===== src/rtl/input_skew_feeder_pkg.sv =====
// Shared types and constants for the systolic-array feeder.
//   DATA_WIDTH     : lane width of the activation operands
//   DEFAULT_ROWS   : default number of array rows (lanes)
//   DEFAULT_LEN_W  : default width of the command vector-count field
//   feeder_state_t : command sequencer states
//   lane_t         : one signed fixed-point lane
package tpu_pkg;

    localparam int unsigned DATA_WIDTH    = 16;
    localparam int unsigned DEFAULT_ROWS  = 2;
    localparam int unsigned DEFAULT_LEN_W = 8;

    typedef enum logic [1:0] {
        IDLE   = 2'd0,
        STREAM = 2'd1,
        DRAIN  = 2'd2,
        DONE   = 2'd3
    } feeder_state_t;

    typedef logic signed [DATA_WIDTH-1:0] lane_t;

endpackage


===== src/rtl/input_skew_feeder_skew_delay_line.sv =====
// skew_delay_line: DEPTH-stage shift register carrying {valid, switch, data}
// for one lane. DEPTH=0 is a wire-through.
// Optional macro INPUT_SKEW_ZERO_BUBBLE_EN: invalid stages carry data=0;
// otherwise an invalid stage keeps its previous data.
// Ports:
//   clk, rst                    : clock, async active-low reset
//   in_valid/in_switch/in_data  : stage input
//   out_valid/out_switch/out_data : value delayed by DEPTH cycles
module skew_delay_line
#(
    parameter int unsigned DEPTH      = 1,
    parameter int unsigned DATA_WIDTH = 16
)(
    input  logic                  clk,
    input  logic                  rst,
    input  logic                  in_valid,
    input  logic                  in_switch,
    input  logic [DATA_WIDTH-1:0] in_data,
    output logic                  out_valid,
    output logic                  out_switch,
    output logic [DATA_WIDTH-1:0] out_data
);

    generate
        if (DEPTH == 0) begin : g_wire
            logic unused_clk_rst;
            assign unused_clk_rst = clk ^ rst;
            assign out_valid      = in_valid;
            assign out_switch     = in_switch;
            assign out_data       = in_data;
        end else begin : g_shift
            logic [DEPTH-1:0]      valid_q;
            logic [DEPTH-1:0]      switch_q;
            logic [DATA_WIDTH-1:0] data_q [DEPTH];

            // valid/switch always shift; data only moves along with a valid element
            always_ff @(posedge clk or negedge rst) begin
                if (!rst) begin
                    valid_q  <= '0;
                    switch_q <= '0;
                    for (int i = 0; i < int'(DEPTH); i++) begin
                        data_q[i] <= '0;
                    end
                end else begin
                    valid_q[0]  <= in_valid;
                    switch_q[0] <= in_switch;
                    if (in_valid) begin
                        data_q[0] <= in_data;
                    end
`ifdef INPUT_SKEW_ZERO_BUBBLE_EN
                    else begin
                        data_q[0] <= '0;
                    end
`endif
                    for (int i = 1; i < int'(DEPTH); i++) begin
                        valid_q[i]  <= valid_q[i-1];
                        switch_q[i] <= switch_q[i-1];
                        if (valid_q[i-1]) begin
                            data_q[i] <= data_q[i-1];
                        end
`ifdef INPUT_SKEW_ZERO_BUBBLE_EN
                        else begin
                            data_q[i] <= '0;
                        end
`endif
                    end
                end
            end

            assign out_valid  = valid_q[DEPTH-1];
            assign out_switch = switch_q[DEPTH-1];
            assign out_data   = data_q[DEPTH-1];
        end
    endgenerate

endmodule


===== src/rtl/input_skew_feeder.sv =====
// input_skew_feeder: west-edge feeder of the systolic PE array. Accepts one
// activation vector per cycle, delays lane r by r cycles (wavefront order),
// sequences start/stream/drain per command and pulses done at completion.
// Optional macro INPUT_SKEW_ZERO_BUBBLE_EN: out_data is forced to 0 on every
// invalid lane-cycle; otherwise it holds the lane's last valid value.
// Ports:
//   clk, rst          : clock, async active-low reset
//   cmd_start/len/switch, cmd_ready : command handshake (ready in IDLE)
//   in_data, in_valid, in_ready     : vector handshake (ready in STREAM)
//   out_data/out_valid/out_switch   : per-row PE inputs, lane r skewed by r
//   done              : one-cycle completion pulse
module input_skew_feeder
    import tpu_pkg::*;
#(
    parameter int unsigned ROWS       = DEFAULT_ROWS,
    parameter int unsigned DATA_WIDTH = tpu_pkg::DATA_WIDTH,
    parameter int unsigned LEN_W      = DEFAULT_LEN_W
)(
    input  logic                       clk,
    input  logic                       rst,
    input  logic                       cmd_start,
    input  logic [LEN_W-1:0]           cmd_len,
    input  logic                       cmd_switch,
    output logic                       cmd_ready,
    input  logic [ROWS*DATA_WIDTH-1:0] in_data,
    input  logic                       in_valid,
    output logic                       in_ready,
    output logic [ROWS*DATA_WIDTH-1:0] out_data,
    output logic [ROWS-1:0]            out_valid,
    output logic [ROWS-1:0]            out_switch,
    output logic                       done
);

    localparam int unsigned DRAIN_W = (ROWS > 1) ? $clog2(ROWS) : 1;

    feeder_state_t             state;
    feeder_state_t             next_state;
    logic [LEN_W-1:0]          remaining;
    logic [DRAIN_W-1:0]        drain_cnt;
    logic                      sw_pending;

    logic                      cmd_acc_c;
    logic                      xfer_c;
    logic                      last_xfer_c;
    logic                      cmd_ready_c;
    logic                      in_ready_c;
    logic                      done_c;

    logic                      slot_valid;
    logic                      slot_switch;
    logic [ROWS*DATA_WIDTH-1:0] slot_data;

    // Handshake qualifiers use the registered ready flags (both low right after reset)
    assign cmd_acc_c   = cmd_start & cmd_ready;
    assign xfer_c      = in_valid & in_ready;
    assign last_xfer_c = xfer_c && (remaining == LEN_W'(1));

    // State register plus registered handshake/status outputs
    always_ff @(posedge clk or negedge rst) begin
        if (!rst) begin
            state     <= IDLE;
            cmd_ready <= 1'b0;
            in_ready  <= 1'b0;
            done      <= 1'b0;
        end else begin
            state     <= next_state;
            cmd_ready <= cmd_ready_c;
            in_ready  <= in_ready_c;
            done      <= done_c;
        end
    end

    // Next-state logic
    always_comb begin
        next_state = state;
        case (state)
            IDLE: begin
                if (cmd_acc_c) begin
                    next_state = (cmd_len != '0) ? STREAM : DONE;
                end
            end
            STREAM: begin
                if (last_xfer_c) begin
                    next_state = (ROWS == 1) ? DONE : DRAIN;
                end
            end
            DRAIN: begin
                if (drain_cnt == '0) begin
                    next_state = DONE;
                end
            end
            DONE:    next_state = IDLE;
            default: next_state = IDLE;
        endcase
    end

    // Output decode from the upcoming state so the flops line up with it
    always_comb begin
        cmd_ready_c = 1'b0;
        in_ready_c  = 1'b0;
        done_c      = 1'b0;
        cmd_ready_c = (next_state == IDLE);
        in_ready_c  = (next_state == STREAM);
        done_c      = (next_state == DONE);
    end

    // Command counters: vectors still to accept and skew cycles still to drain
    always_ff @(posedge clk or negedge rst) begin
        if (!rst) begin
            remaining  <= '0;
            drain_cnt  <= '0;
            sw_pending <= 1'b0;
        end else if (cmd_acc_c) begin
            remaining  <= cmd_len;
            sw_pending <= cmd_switch;
        end else if (xfer_c) begin
            remaining  <= remaining - LEN_W'(1);
            sw_pending <= 1'b0;
            if (last_xfer_c) begin
                drain_cnt <= DRAIN_W'(ROWS - 1);
            end
        end else if ((state == DRAIN) && (drain_cnt != '0)) begin
            drain_cnt <= drain_cnt - DRAIN_W'(1);
        end
    end

    // Row-0 slot stage: a bubble is inserted whenever no vector is accepted
    always_ff @(posedge clk or negedge rst) begin
        if (!rst) begin
            slot_valid  <= 1'b0;
            slot_switch <= 1'b0;
            slot_data   <= '0;
        end else begin
            slot_valid  <= xfer_c;
            slot_switch <= xfer_c & sw_pending;
            if (xfer_c) begin
                slot_data <= in_data;
            end
`ifdef INPUT_SKEW_ZERO_BUBBLE_EN
            else begin
                slot_data <= '0;
            end
`endif
        end
    end

    // Lane r sees the slot stage r cycles later
    generate
        for (genvar r = 0; r < int'(ROWS); r++) begin : g_lane
            skew_delay_line #(
                .DEPTH      (r),
                .DATA_WIDTH (DATA_WIDTH)
            ) u_delay (
                .clk        (clk),
                .rst        (rst),
                .in_valid   (slot_valid),
                .in_switch  (slot_switch),
                .in_data    (slot_data[r*DATA_WIDTH +: DATA_WIDTH]),
                .out_valid  (out_valid[r]),
                .out_switch (out_switch[r]),
                .out_data   (out_data[r*DATA_WIDTH +: DATA_WIDTH])
            );
        end
    endgenerate

endmodule


===== config.mk =====
export PLATFORM = sky130hd
export DESIGN_NAME = input_skew_feeder
export DESIGN_NICKNAME = d
export VERILOG_FILES = /design/src/rtl/input_skew_feeder_pkg.sv /design/src/rtl/input_skew_feeder_skew_delay_line.sv /design/src/rtl/input_skew_feeder.sv
export SDC_FILE = /design/constraint.sdc
export NUM_CORES = 1
export LEC_CHECK = 0
export BUFFER_PORTS_ARGS = -buffer_cell sky130_fd_sc_hd__buf_4
export CAP_MARGIN = 10
export CORE_MARGIN = 2
export CORE_UTILIZATION = 35
export CTS_CLUSTER_SIZE = 16
export DETAILED_ROUTE_END_ITERATION = 8
export SLEW_MARGIN = 10
export SYNTH_ARGS = -nofsm -noshare
export SYNTH_HDL_FRONTEND = slang
export SYNTH_SLANG_ARGS = --single-unit
export TNS_END_PERCENT = 50

===== constraint.sdc =====
create_clock -name clk -period 1.66 [get_ports clk]
set_clock_uncertainty 0.15 [all_clocks]
set_input_delay 0.166 -clock clk [delete_from_list [all_inputs] [get_ports clk]]
set_output_delay 0.166 -clock clk [all_outputs]
set_load 0.1 [all_outputs]

; ---- After elaboration in Yosys (flattened, before gate mapping)
; Cells that the tools add are included.
[word_totals]
ff_bits = 67
latchBits = 0
ram_bits = 0
rom_bits = 0
in_bits = 45
mem_count = 0
[classes]
n_addsub = 2
mul = 0
div = 0
magnitude_cmp = 0
n_eq_ne = 7
n_shift = 0
n_mux = 12
n_bitwise = 4
n_reduce_logical = 8
[ops]
columns = op, n
row1 = $mux 8, 2
row2 = $eq 8x1->1 const B, 1
row3 = $mux 2, 4
row4 = $pmux 2 s4, 1
row5 = $reduce_bool 8->1, 1
row6 = $sub 8x1->8 const B, 1
row7 = $eq 2x2->1 const B, 3
row8 = $mux 1, 5
row9 = $eq 2x1->1 const B, 2
row10 = $logic_not 2->1, 2
row11 = $reduce_bool 2->1, 2
row12 = $and 1x1->1, 3
row13 = $reduce_and 3->1, 1
row14 = $logic_and 1x1->1, 2
row15 = $ne 2x1->1 const B, 1
row16 = $not 1->1, 1
row17 = $sub 1x1->1 const B, 1

; ---- Depth between registers and ports, before layout
; Gate-level depths: netlist of the first run.
[logic_depth]
word_depth = 5
depth_mapped = 6
mapped_depth_nobuf = 6

; ---- Hierarchy
; A second synthesis of the first run with hierarchy kept.
[hier_totals]
cells_unflattened = 202
hier_area_um2 = 2830.2
[modules_own_cells]
columns = module, instances, cells_each, area_per_inst_um2
row1 = input_skew_feeder, 1, 148, 1995.7
row2 = skew_delay_line (g_lane[1].u_delay), 1, 36, 699.4
row3 = skew_delay_line (g_lane[0].u_delay), 1, 18, 135.1

; ---- Worst setup path after synthesis of the first run
; No wires, ideal clock.
[synth_timing]
kind = flip-flop to flip-flop
from = register in_ready
to = register slot_data[10]
setup_time_ns = 0.125
t_arrival_ns = 1.919
required_time_ns = 1.385
path_slack_ns = -0.534
stages_incl_launch_ff = 5
n_path_buf = 1
synth_period_minus_slack_ns = 2.194
path_cell_list = dfrtp_1 nand2_1 inv_2 buf_2 mux2_2
[synth_via]
elab_chain_len = 1
[synth_lines]
columns = element, line
row1 = from (decl), input_skew_feeder.sv:27  ; output logic in_ready,
row2 = from (signal assigned), input_skew_feeder.sv:68  ; in_ready <= in_ready_c;
row3 = $and 1x1->1, input_skew_feeder.sv:55  ; assign xfer_c = in_valid & in_ready;
row4 = to (signal assigned), input_skew_feeder.sv:137  ; slot_data <= in_data;
row5 = to (decl), input_skew_feeder.sv:51  ; logic [ROWS*DATA_WIDTH-1:0] slot_data;
; Every way passes these cells.
; A chain may end at the register's enable or synchronous reset.

; ---- Final worst setup path of the first run
[layout_timing]
from = register remaining[3]
to = register done
[layout_via]
elab_chain_len = 5
[layout_lines]
columns = element, line
row1 = from (decl), input_skew_feeder.sv:38  ; logic [LEN_W-1:0] remaining;
row2 = from (signal assigned), input_skew_feeder.sv:114  ; remaining <= cmd_len;
row3 = from (signal assigned), input_skew_feeder.sv:117  ; remaining <= remaining - LEN_W'(1);
row4 = $eq 8x1->1, input_skew_feeder.sv:56  ; assign last_xfer_c = xfer_c && (remaining == LEN_W'(1));
row5 = $logic_and 1x1->1, input_skew_feeder.sv:56
row6 = $mux 2, input_skew_feeder.sv:83  ; if (last_xfer_c) begin
row7 = $pmux 2 s4, input_skew_feeder.sv:76  ; case (state)
row8 = $eq 2x2->1, input_skew_feeder.sv:104  ; done_c = (next_state == DONE);
row9 = via done_c, input_skew_feeder.sv:47  ; logic done_c;
row10 = to (signal assigned), input_skew_feeder.sv:69  ; done <= done_c;
row11 = to (decl), input_skew_feeder.sv:31  ; output logic done
; The timed path passes the listed nets, and every way through them passes these cells.

==> results of run 1 <==
area by class of cell:
| type | instances | area [um2] |
|---|---|---|
| timing repair buffer | 132 | 1120 |
| clock buffer | 10 | 138 |
| tap | 99 | 124 |
| inverter | 5 | 18.8 |
| fill | 602 | 3250 |
| clock inverter | 5 | 53.8 |
| sequential | 67 | 1680 |
| multi-input combinational | 108 | 943 |
per-stage QoR:
step	instances	TNS, ns	cell area [um2]
6_report	426	0	4080
5_1_grt	426	-0.00793	4080
4_1_cts	426	0	4060
3_5_place_dp	368	0	3440
3_3_place_gp	368	0	3440
2_1_floorplan	192	-0.0123	2700
sequential cells by signal (all words and copies together), names as in the netlist:
register and cells:
slot_switch 1, done 1, in_ready 1, slot_valid 1, slot_data 32, sw_pending 1, g_lane.u_delay.out_data 16, g_lane.u_delay.out_valid 1
cmd_ready 1, g_lane.u_delay.out_switch 1, drain_cnt 1, remaining 8, state 2
worst max-delay path by stage:
| stage | start | to | cells after the start |
|---|---|---|---|
| after floorplan | cmd_ready$_DFF_PN0_ | done$_DFF_PN0_ | 5 |
| after global placement | remaining[3]$_DFFE_PN0P_ | done$_DFF_PN0_ | 4 |
| after detailed placement | remaining[3]$_DFFE_PN0P_ | done$_DFF_PN0_ | 4 |
| after CTS | remaining[3]$_DFFE_PN0P_ | done$_DFF_PN0_ | 4 |
| after global routing | remaining[3]$_DFFE_PN0P_ | done$_DFF_PN0_ | 4 |
| final | remaining[3]$_DFFE_PN0P_ | done$_DFF_PN0_ | 4 |
synth_stat cells:
master                     count
sky130_fd_sc_hd__dfrtp_1      67
sky130_fd_sc_hd__mux2_2       48
sky130_fd_sc_hd__nor2_1       14
sky130_fd_sc_hd__a21oi_1       9
sky130_fd_sc_hd__nand2_1       6
sky130_fd_sc_hd__buf_4         5
sky130_fd_sc_hd__xor2_1        5
sky130_fd_sc_hd__buf_2         4
sky130_fd_sc_hd__inv_1         4
sky130_fd_sc_hd__nand3_1       4
sky130_fd_sc_hd__a31oi_1       2
sky130_fd_sc_hd__clkbuf_1      2
sky130_fd_sc_hd__ha_1          2
sky130_fd_sc_hd__nor3_1        2
sky130_fd_sc_hd__nor4_1        2
sky130_fd_sc_hd__xnor2_1       2
sky130_fd_sc_hd__a21o_1        1
sky130_fd_sc_hd__a22o_1        1
sky130_fd_sc_hd__and2_1        1
sky130_fd_sc_hd__and3_1        1
sky130_fd_sc_hd__and3b_1       1
sky130_fd_sc_hd__buf_6         1
sky130_fd_sc_hd__inv_2         1
sky130_fd_sc_hd__nand4b_1      1
sky130_fd_sc_hd__nand4b_2      1
sky130_fd_sc_hd__nor2b_1       1
sky130_fd_sc_hd__nor4_4        1
sky130_fd_sc_hd__o21ai_0       1
sky130_fd_sc_hd__o22ai_2       1
sky130_fd_sc_hd__o41ai_1       1
routing by layer:
layer | track usage | part of all wire | vias to the layer above
met5 | 0 | 0 | -
met4 | 0.0720 | 0.014 | 0
met3 | 0.0329 | 0.059 | 9
met2 | 0.213 | 0.45 | 64
met1 | 0.202 | 0.48 | 921
li1 | - | - | 922
logic make-up after synthesis:
logic type / Yosys count / share of synthesized area
adder cells (fa/ha/maj): 2 / 0.00931
flip-flops: 67 / 0.624
AND/OR/NAND/NOR: 35 / 0.0707
XOR/XNOR: 7 / 0.0228
AO/OA/AOI/OAI: 16 / 0.0372
multiplexers: 48 / 0.201
buffers and inverters: 17 / 0.0354
timing repair:
item,in CTS,in global routing
endpoints found under the setup margin,0,3
gates resized for setup,0,3
endpoints found under the hold margin,97,0
hold buffers,43,0
==> results_dict.tcl, run 1 <==
set metrics [dict create \
    required_time_reported_for_the_critical_path_endpoint_ns 1.73 \
    post-route-drc-count 0 \
    grt_first_pass_wirelength_um 9520 \
    drt_first_iter_violations 51 \
    drv_slew 0 \
    run_status "finished, final reports clean" \
    postCtsSetupBuffers 0 \
    dp_worst_setup_slack_ns 0.0654 \
    ys_warn_count 0 \
    dp.final_hpwl_um 3730 \
    max-cap-violations 0 \
    grt-ovfl-total 0 \
    cp_data_arrival_time_ns 1.62 \
    path_delay_family "simple AND/OR/NAND/NOR gates" \
    synth_top_cells_by_area "sky130_fd_sc_hd__dfrtp_1 62%, sky130_fd_sc_hd__mux2_2 20%, sky130_fd_sc_hd__nor2_1 2.0%" \
    route.detailed.wl_per_inst_um 13.2 \
    rows 31 \
    synth_fp_nets 239 \
    tightest_slew_ns 0.521 \
    cts-buffers-inserted 9 \
    layout.nets 370 \
    maximum_number_of_pins_on_one_net_before_global_route_repair 34 \
    critical_path.cell_chain "nor4_4 > nand4b_4 > a31oi_4 > nor2b_1" \
    setup.worst_path.start_class "register" \
    cts_tree "yes" \
    post_route_cells_drive_above_1_share 0.489 \
    min_period_over_period 0.936 \
    initial_core_utilization 0.367 \
    clk_path_buf_depth 2 \
    regToRegSetupSlack_ns 0.11 \
    drt_first_pass_iters 4 \
    design.core.area_mm2 0.00733 \
    post_synth_instance_area_mm2 0.00269 \
    globalplace.congestion 0.741 \
    postSynthRegisterBits 67 \
    clock_sinks 67 \
    fmax_mhz 644 \
    report.final.hold_viol_count 0 \
    yosysUniqueCellTypes 30 \
    timing.critical_path.buf_inv 0 \
    avgViaCountPerCell 4.50 \
    antenna_cells_inserted 0 \
    routed-via-count 1916 \
    report.final.setup_viol 0 \
    clock_tree.root_cell "sky130_fd_sc_hd__clkbuf_8" \
    critPathKind "reg2reg" \
    cpPeakStageDelay_ns 0.44 \
    final_core_util 0.557 \
    period_minus_slack_ns 1.55 \
    grt_pass1_vias 1949 \
    layout_setup_ws_ns 0.107 \
    antenna_violating_nets_post_route 0 \
    reg2regPathDepth 4 \
    netlist.area_leader.share 0.624 \
    synthDominantAreaCellType "sky130_fd_sc_hd__dfrtp_1" \
    die_w_um 91.7 \
    portBuffers 83 \
    area_delta_synth_final_pct 51.8 \
    layout_common_cells "87 x sky130_fd_sc_hd__buf_4, 65 x sky130_fd_sc_hd__dfrtp_1, 48 x sky130_fd_sc_hd__mux2_2, 43 x sky130_fd_sc_hd__dlygate4sd3_1, 14 x sky130_fd_sc_hd__nor2_1" \
    most_common_library_cell_in_the_layout_ignoring_fill_and_taps "sky130_fd_sc_hd__buf_4" \
    ios 84 \
    postSynthCellCount 192 \
    slew-limit-headroom 0.651 \
    die-height_um 91.7 \
    grt_usage 0.145 \
    floorplan.die_area_mm2 0.00840 \
    cp-end-kind "register" \
    syn_avg_cell_area_um2 14.0 \
    routed_wl_um 5630 \
    clk_transition_reported_paths_ns 0.07 \
    hold_slack_ns 0.176 \
    rr_endpoint "done$_DFF_PN0_" \
    worst_path_max_delay_cell "sky130_fd_sc_hd__dfrtp_1" \
    timing.critical_path.fanout_max 4 \
    seq_area_frac_synth 0.624 \
    antenna_found_initial 0 \
    regToRegStartpoint "remaining[3]$_DFFE_PN0P_" \
    clock_tree.htree_level_count 3 \
    hp-class "in2async" \
    clock_latency_ns 0.33 \
]
Power of run 1 is not shown: default switching activity piles up to over one toggle a cycle in this logic, so the estimate is an artifact.
==> run 2: changes to the inputs <==
clock period = 1.3 ns   (was 1.66 ns; I/O delays follow)
==> run 2 against run 1 <==
  * The flow now finishes with violations (setup timing)
  * Hold slack got worse by 0.13 ns
  * Cell count is 4.5% higher
  * Die area unchanged
  * Fmax grew 2.3%
  * Highest routed layer unchanged
  * Non-clock buffer count up 18
  * Design area increased by 13%
  * Via count increased by 4.6%
  * First-iteration DRC count is 43% lower
  * Setup slack worse by 0.32 ns
  * Largest cell class unchanged
  * Sequential cell count stayed put
  * Critical path depth stayed put
==> results_dict.tcl, run 2 (same netlist as run 1, synthesis figures left out) <==
set metrics [dict create \
    reg2regPathDepth 4 \
    avgViaCountPerCell 4.51 \
    cpPeakStageDelay_ns 0.42 \
    final_core_util 0.630 \
    hp-class "in2reg" \
    route.detailed.wl_per_inst_um 14.1 \
    critPathKind "reg2reg" \
    violated_checks "setup timing" \
    required_time_reported_for_the_critical_path_endpoint_ns 1.36 \
    static-leakage-power_uw 0.00215 \
    gr_layer_usage_met2 0.244 \
    worst_path_max_delay_cell "sky130_fd_sc_hd__dfrtp_1" \
    clock_sinks 67 \
    antenna_cells_inserted 0 \
    holdPathStages 3 \
    max_flop_register "slot_data" \
    cts-buffers-inserted 9 \
    run_status "finished, violations left" \
    rsz_0062_raised_after_global_routing "yes" \
    critical_path.cell_chain "nor4_4 > nand4b_4 > a31oi_4 > nor2b_1" \
    drv_slew 0 \
    most_common_library_cell_in_the_layout_ignoring_fill_and_taps "sky130_fd_sc_hd__buf_4" \
    grt-ovfl-total 0 \
    report.final.setup_viol 40 \
    setup.worst_path.start_class "register" \
    max-cap-violations 0 \
    layout_setup_ws_ns -0.218 \
    initial_core_utilization 0.367 \
    portBuffers 83 \
    drt_first_pass_iters 3 \
    layout.nets 388 \
    timing.hold.worst.start "in_valid" \
    maximum_number_of_pins_on_one_net_before_global_route_repair 40 \
    clk_path_buf_depth 2 \
    regToRegSetupSlack_ns -0.22 \
    largest_reg_flops 32 \
    cp_data_arrival_time_ns 1.58 \
    routed_wl_um 6290 \
    fmax_mhz 659 \
    design.core.area_mm2 0.00733 \
    dp.final_hpwl_um 3690 \
    post-route-drc-count 0 \
    slew-limit-headroom 0.702 \
    global_route.usage.met3 0.0386 \
    irDropWorstVdd_uv 1170 \
    antenna_found_initial 0 \
    globalRouteMet1Util 0.217 \
    clock_latency_ns 0.33 \
    rr_endpoint "done$_DFF_PN0_" \
    globalplace.congestion 0.739 \
    routed-via-count 2005 \
    worst_hold_path_endpoint "slot_valid$_DFF_PN0_" \
    min_period_over_period 1.17 \
    rows 31 \
    grt_pass1_vias 2158 \
    area_delta_synth_final_pct 71.9 \
    post_route_cells_drive_above_1_share 0.555 \
    grt_first_pass_wirelength_um 10500 \
    p_per_area_mw_per_mm2 2670 \
    floorplan.die_area_mm2 0.00840 \
    gr_busiest_metal "met2" \
    clk_transition_reported_paths_ns 0.08 \
    die-height_um 91.7 \
    report.final.hold_viol_count 0 \
    period_minus_slack_ns 1.52 \
    critical_path.startpoint "remaining[5]$_DFFE_PN0P_" \
    clock_tree.htree_level_count 3 \
    drt_first_iter_violations 29 \
    ios 84 \
    antenna_violating_nets_post_route 0 \
    clock_tree.root_cell "sky130_fd_sc_hd__clkbuf_8" \
    grt_usage 0.159 \
    cts_tree "yes" \
    tightest_slew_ns 0.443 \
    die_w_um 91.7 \
    regToRegStartpoint "remaining[5]$_DFFE_PN0P_" \
    layout_common_cells "68 x sky130_fd_sc_hd__buf_4, 64 x sky130_fd_sc_hd__dfrtp_1, 45 x sky130_fd_sc_hd__dlygate4sd3_1, 31 x sky130_fd_sc_hd__buf_6, 27 x sky130_fd_sc_hd__mux2_2" \
    timing.critical_path.fanout_max 3 \
    fin_tns_setup_ns -2.14 \
    cp-end-kind "register" \
]
-- run 2: critical path, delay by kind of cell, from the launching register on --
family / cells / cell delay [ns]
simple gates: 3 / 0.61
flops: 1 / 0.42
compound gates: 1 / 0.22
-- run 2: worst max path at each step --
stage / to / cells after the start
5_1_grt: done$_DFF_PN0_ / 4
3_3_place_gp: done$_DFF_PN0_ / 4
6_report: done$_DFF_PN0_ / 4
2_1_floorplan: done$_DFF_PN0_ / 5
3_5_place_dp: drain_cnt$_DFFE_PN0P_ / 4
4_1_cts: done$_DFF_PN0_ / 4
-- run 2: metrics by stage --
stage | setup slack, ns | hold WS (ns) | std cells | instance area [um2] | power [uW]
final | -0.218 | 0.0506 | 445 | 4620 | 12300
after detailed placement | -0.208 | -0.183 | 382 | 3650 | 9610
after floorplan | -0.346 | -0.316 | 192 | 2820 | 8140
after CTS | -0.185 | 0.0257 | 444 | 4450 | 12000
after global placement | -0.190 | -0.183 | 382 | 3650 | 9560
after global routing | -0.276 | 0.0416 | 445 | 4620 | 12900
-- run 2: power breakdown --
part	leakage (uW)	switching [uW]	internal (uW)	total [uW]
clock	0.000117	797	1140	1930
sequential	0.000786	523	2860	3380
combinational	0.00124	4610	2430	7040
-- run 2: timing repair --
action / 4_1_cts / 5_1_grt
hold buffers: 45 / 0
setup endpoints to repair: 47 / 74
hold endpoints to repair: 109 / 0
pin swaps: 5 / 16
buffers inserted: 1 / 2
resized for setup: 26 / 41
-- run 2: area by class of cell --
type / instances / area, um2
Inverter: 5 / 35.0
Tap cell: 99 / 124
Sequential cell: 67 / 1690
Timing Repair Buffer: 150 / 1430
Multi-Input combinational cell: 108 / 1120
Clock inverter: 6 / 87.6
Fill cell: 564 / 2710
Clock buffer: 10 / 138
-- run 2: routing by layer --
metal,wire [um],up-vias
li1,-,962
met5,0,-
met4,61,0
met2,2960,64
met3,326,6
met1,2940,973
No activity file was read; power rests on OpenSTA's default activity.
==> run 3: changes to the inputs <==
BUFFER_PORTS_ARGS = unset   (was -buffer_cell sky130_fd_sc_hd__buf_4)
DONT_BUFFER_PORTS = 1   (was unset)
==> run 3 against run 2 <==
  * The run ends with hold timing, setup timing left
  * Cell count shrank 8.5%
  * Die area is the same
  * Utilization grew 1.4 points
  * Critical endpoint is now in_ready$_DFF_PN0_
==> results_dict.tcl, run 3 (same netlist as run 1, synthesis figures left out) <==
set metrics [dict create \
    design.core.area_mm2 0.00733 \
    grt_usage 0.172 \
    portBuffers 0 \
    post-route-drc-count 0 \
    critPathKind "reg2reg" \
    antenna_found_initial 0 \
    p_int_uw 7110 \
    switching_power_uw 6220 \
    max-cap-violations 0 \
    netSwitchingFraction 0.467 \
    rows 31 \
    hold_slack_ns -0.664 \
    routed-via-count 1916 \
    irDropWorstVdd_uv 1230 \
    report.final.hold_viol_count 67 \
    cp-end-kind "register" \
    grt-ovfl-total 0 \
    antenna_violating_nets_post_route 0 \
    cp_data_arrival_time_ns 1.57 \
    cts_tree "yes" \
    finish.instance_area_mm2 0.00473 \
    placement.cell_area_mm2 0.00366 \
    cts-buffers-inserted 9 \
    grt_first_pass_wirelength_um 11200 \
    power.combinational.fraction 0.603 \
    area_delta_synth_final_pct 75.8 \
    p_per_area_mw_per_mm2 2820 \
    slew-limit-headroom 0.782 \
    die_w_um 91.7 \
    min_period_over_period 1.16 \
    totalPowerFinal_uw 13300 \
    globalplace.congestion 0.827 \
    dp.final_hpwl_um 3780 \
    avgViaCountPerCell 4.71 \
    maximum_number_of_pins_on_one_net_before_global_route_repair 68 \
    antenna_cells_inserted 0 \
    clock_power_share 0.130 \
    post_route_cells_drive_above_1_share 0.523 \
    layout_setup_ws_ns -0.209 \
    timing.critical_path.fanout_max 3 \
    share_seq_of_total_power 0.267 \
    path_delay_family "simple AND/OR/NAND/NOR gates" \
    critical_path.cell_chain "nor4_4 > nand4b_4 > a31oi_4 > nor2_1" \
    run_status "finished, violations left" \
    report.final.setup_viol 46 \
    cpPeakStageDelay_ns 0.41 \
    clk_transition_reported_paths_ns 0.08 \
    hp-class "in2async" \
    layout.nets 350 \
    clock_sinks 67 \
    drt_first_iter_violations 64 \
    violated_checks "hold timing, setup timing" \
    max_flop_register "slot_data" \
    required_time_reported_for_the_critical_path_endpoint_ns 1.36 \
    initial_core_utilization 0.367 \
    clock_tree.htree_level_count 3 \
    worst_path_max_delay_cell "sky130_fd_sc_hd__dfrtp_1" \
    clk_path_buf_depth 2 \
    fin_tns_setup_ns -4.05 \
    drv_slew 0 \
    rsz_0062_raised_after_global_routing "yes" \
    setup.worst_path.start_class "register" \
    grt_pass1_vias 2165 \
    ios 84 \
    routed_wl_um 6870 \
    most_common_library_cell_in_the_layout_ignoring_fill_and_taps "sky130_fd_sc_hd__dfrtp_1" \
    die-height_um 91.7 \
    postCtsHoldBufs 43 \
    clock_tree.root_cell "sky130_fd_sc_hd__clkbuf_8" \
    drt_first_pass_iters 2 \
    layout_common_cells "63 x sky130_fd_sc_hd__dfrtp_1, 42 x sky130_fd_sc_hd__dlygate4sd3_1, 41 x sky130_fd_sc_hd__buf_12, 29 x sky130_fd_sc_hd__mux2_4, 21 x sky130_fd_sc_hd__buf_4" \
    static-leakage-power_uw 0.00214 \
    route.detailed.wl_per_inst_um 16.9 \
    tightest_slew_ns 0.325 \
    clock_latency_ns 0.33 \
    floorplan.die_area_mm2 0.00840 \
    period_minus_slack_ns 1.51 \
    final_core_util 0.645 \
    timing.critical_path.buf_inv 0 \
    fmax_mhz 663 \
    largest_reg_flops 32 \
]
-- run 3: cell count changes in the layout (fill, tap and decap cells not counted), sizes merged --
cell,change
dlymetal6s4s,+1
dlygate4sd3,-3
clkinvlp,+2
inv,+5
clkinv,-1
buf,-41
bufinv,-1
-- run 3: repair_timing --
item / CTS / global route
endpoints found under the hold margin: 112 / 67
resized for setup: 31 / 26
endpoints found under the setup margin: 47 / 49
setup buffers: 9 / 2
gates cloned: 4 / 1
pin swaps: 11 / 13
-- run 3: final timing paths --
check	startpoint	to	slack [ns]	cells after the start
hold reg to reg	sw_pending$_DFFE_PN0P_	sw_pending$_DFFE_PN0P_	0.35	2
setup reg to reg	remaining[3]$_DFFE_PN0P_	in_ready$_DFF_PN0_	-0.21	4
setup / recovery	remaining[3]$_DFFE_PN0P_	in_ready$_DFF_PN0_	-0.21	4
min in group clk	in_valid	remaining[4]$_DFFE_PN0P_	0.02	4
max in group asynchronous	rst	slot_valid$_DFF_PN0_	1.56	0
hold / removal	rst	slot_data[1]$_DFFE_PN0P_	-0.66	0
-- run 3: metal layers --
metal	wire length, um	share of wire	vias to the layer above	track usage
met2	3390	0.49	63	0.279
met1	3100	0.45	960	0.229
met5	0	0	-	0
met3	309	0.045	6	0.0337
met4	57	0.0083	0	0.0644
li1	-	-	887	-
-- run 3: cell type report --
type                    count  area [um2]
well taps                  99         124
repair buffers            107        1430
fillers                   521        2600
flip-flops and latches     67        1690
clock buffers              10         138
repair inverters            5        67.6
inverters                   5        35.0
clock inverters             6        63.8
multi-input cells         108        1180
-- run 3: through the flow --
| step | worst slack [ns] | cells |
|---|---|---|
| after detailed placement | -0.223 | 332 |
| after global routing | -0.292 | 407 |
| final | -0.209 | 407 |
| after global placement | -0.193 | 332 |
| after CTS | -0.187 | 404 |
| after floorplan | -0.346 | 192 |
-- run 3: power groups by stage --
stage	Clock, uW	Sequential (uW)	Combinational [uW]
floorplan	0	6470	1670
global placement	0	3530	7020
detailed placement	0	3580	7060
CTS	1790	3550	7720
global route	1890	3670	8340
finish	1740	3560	8040
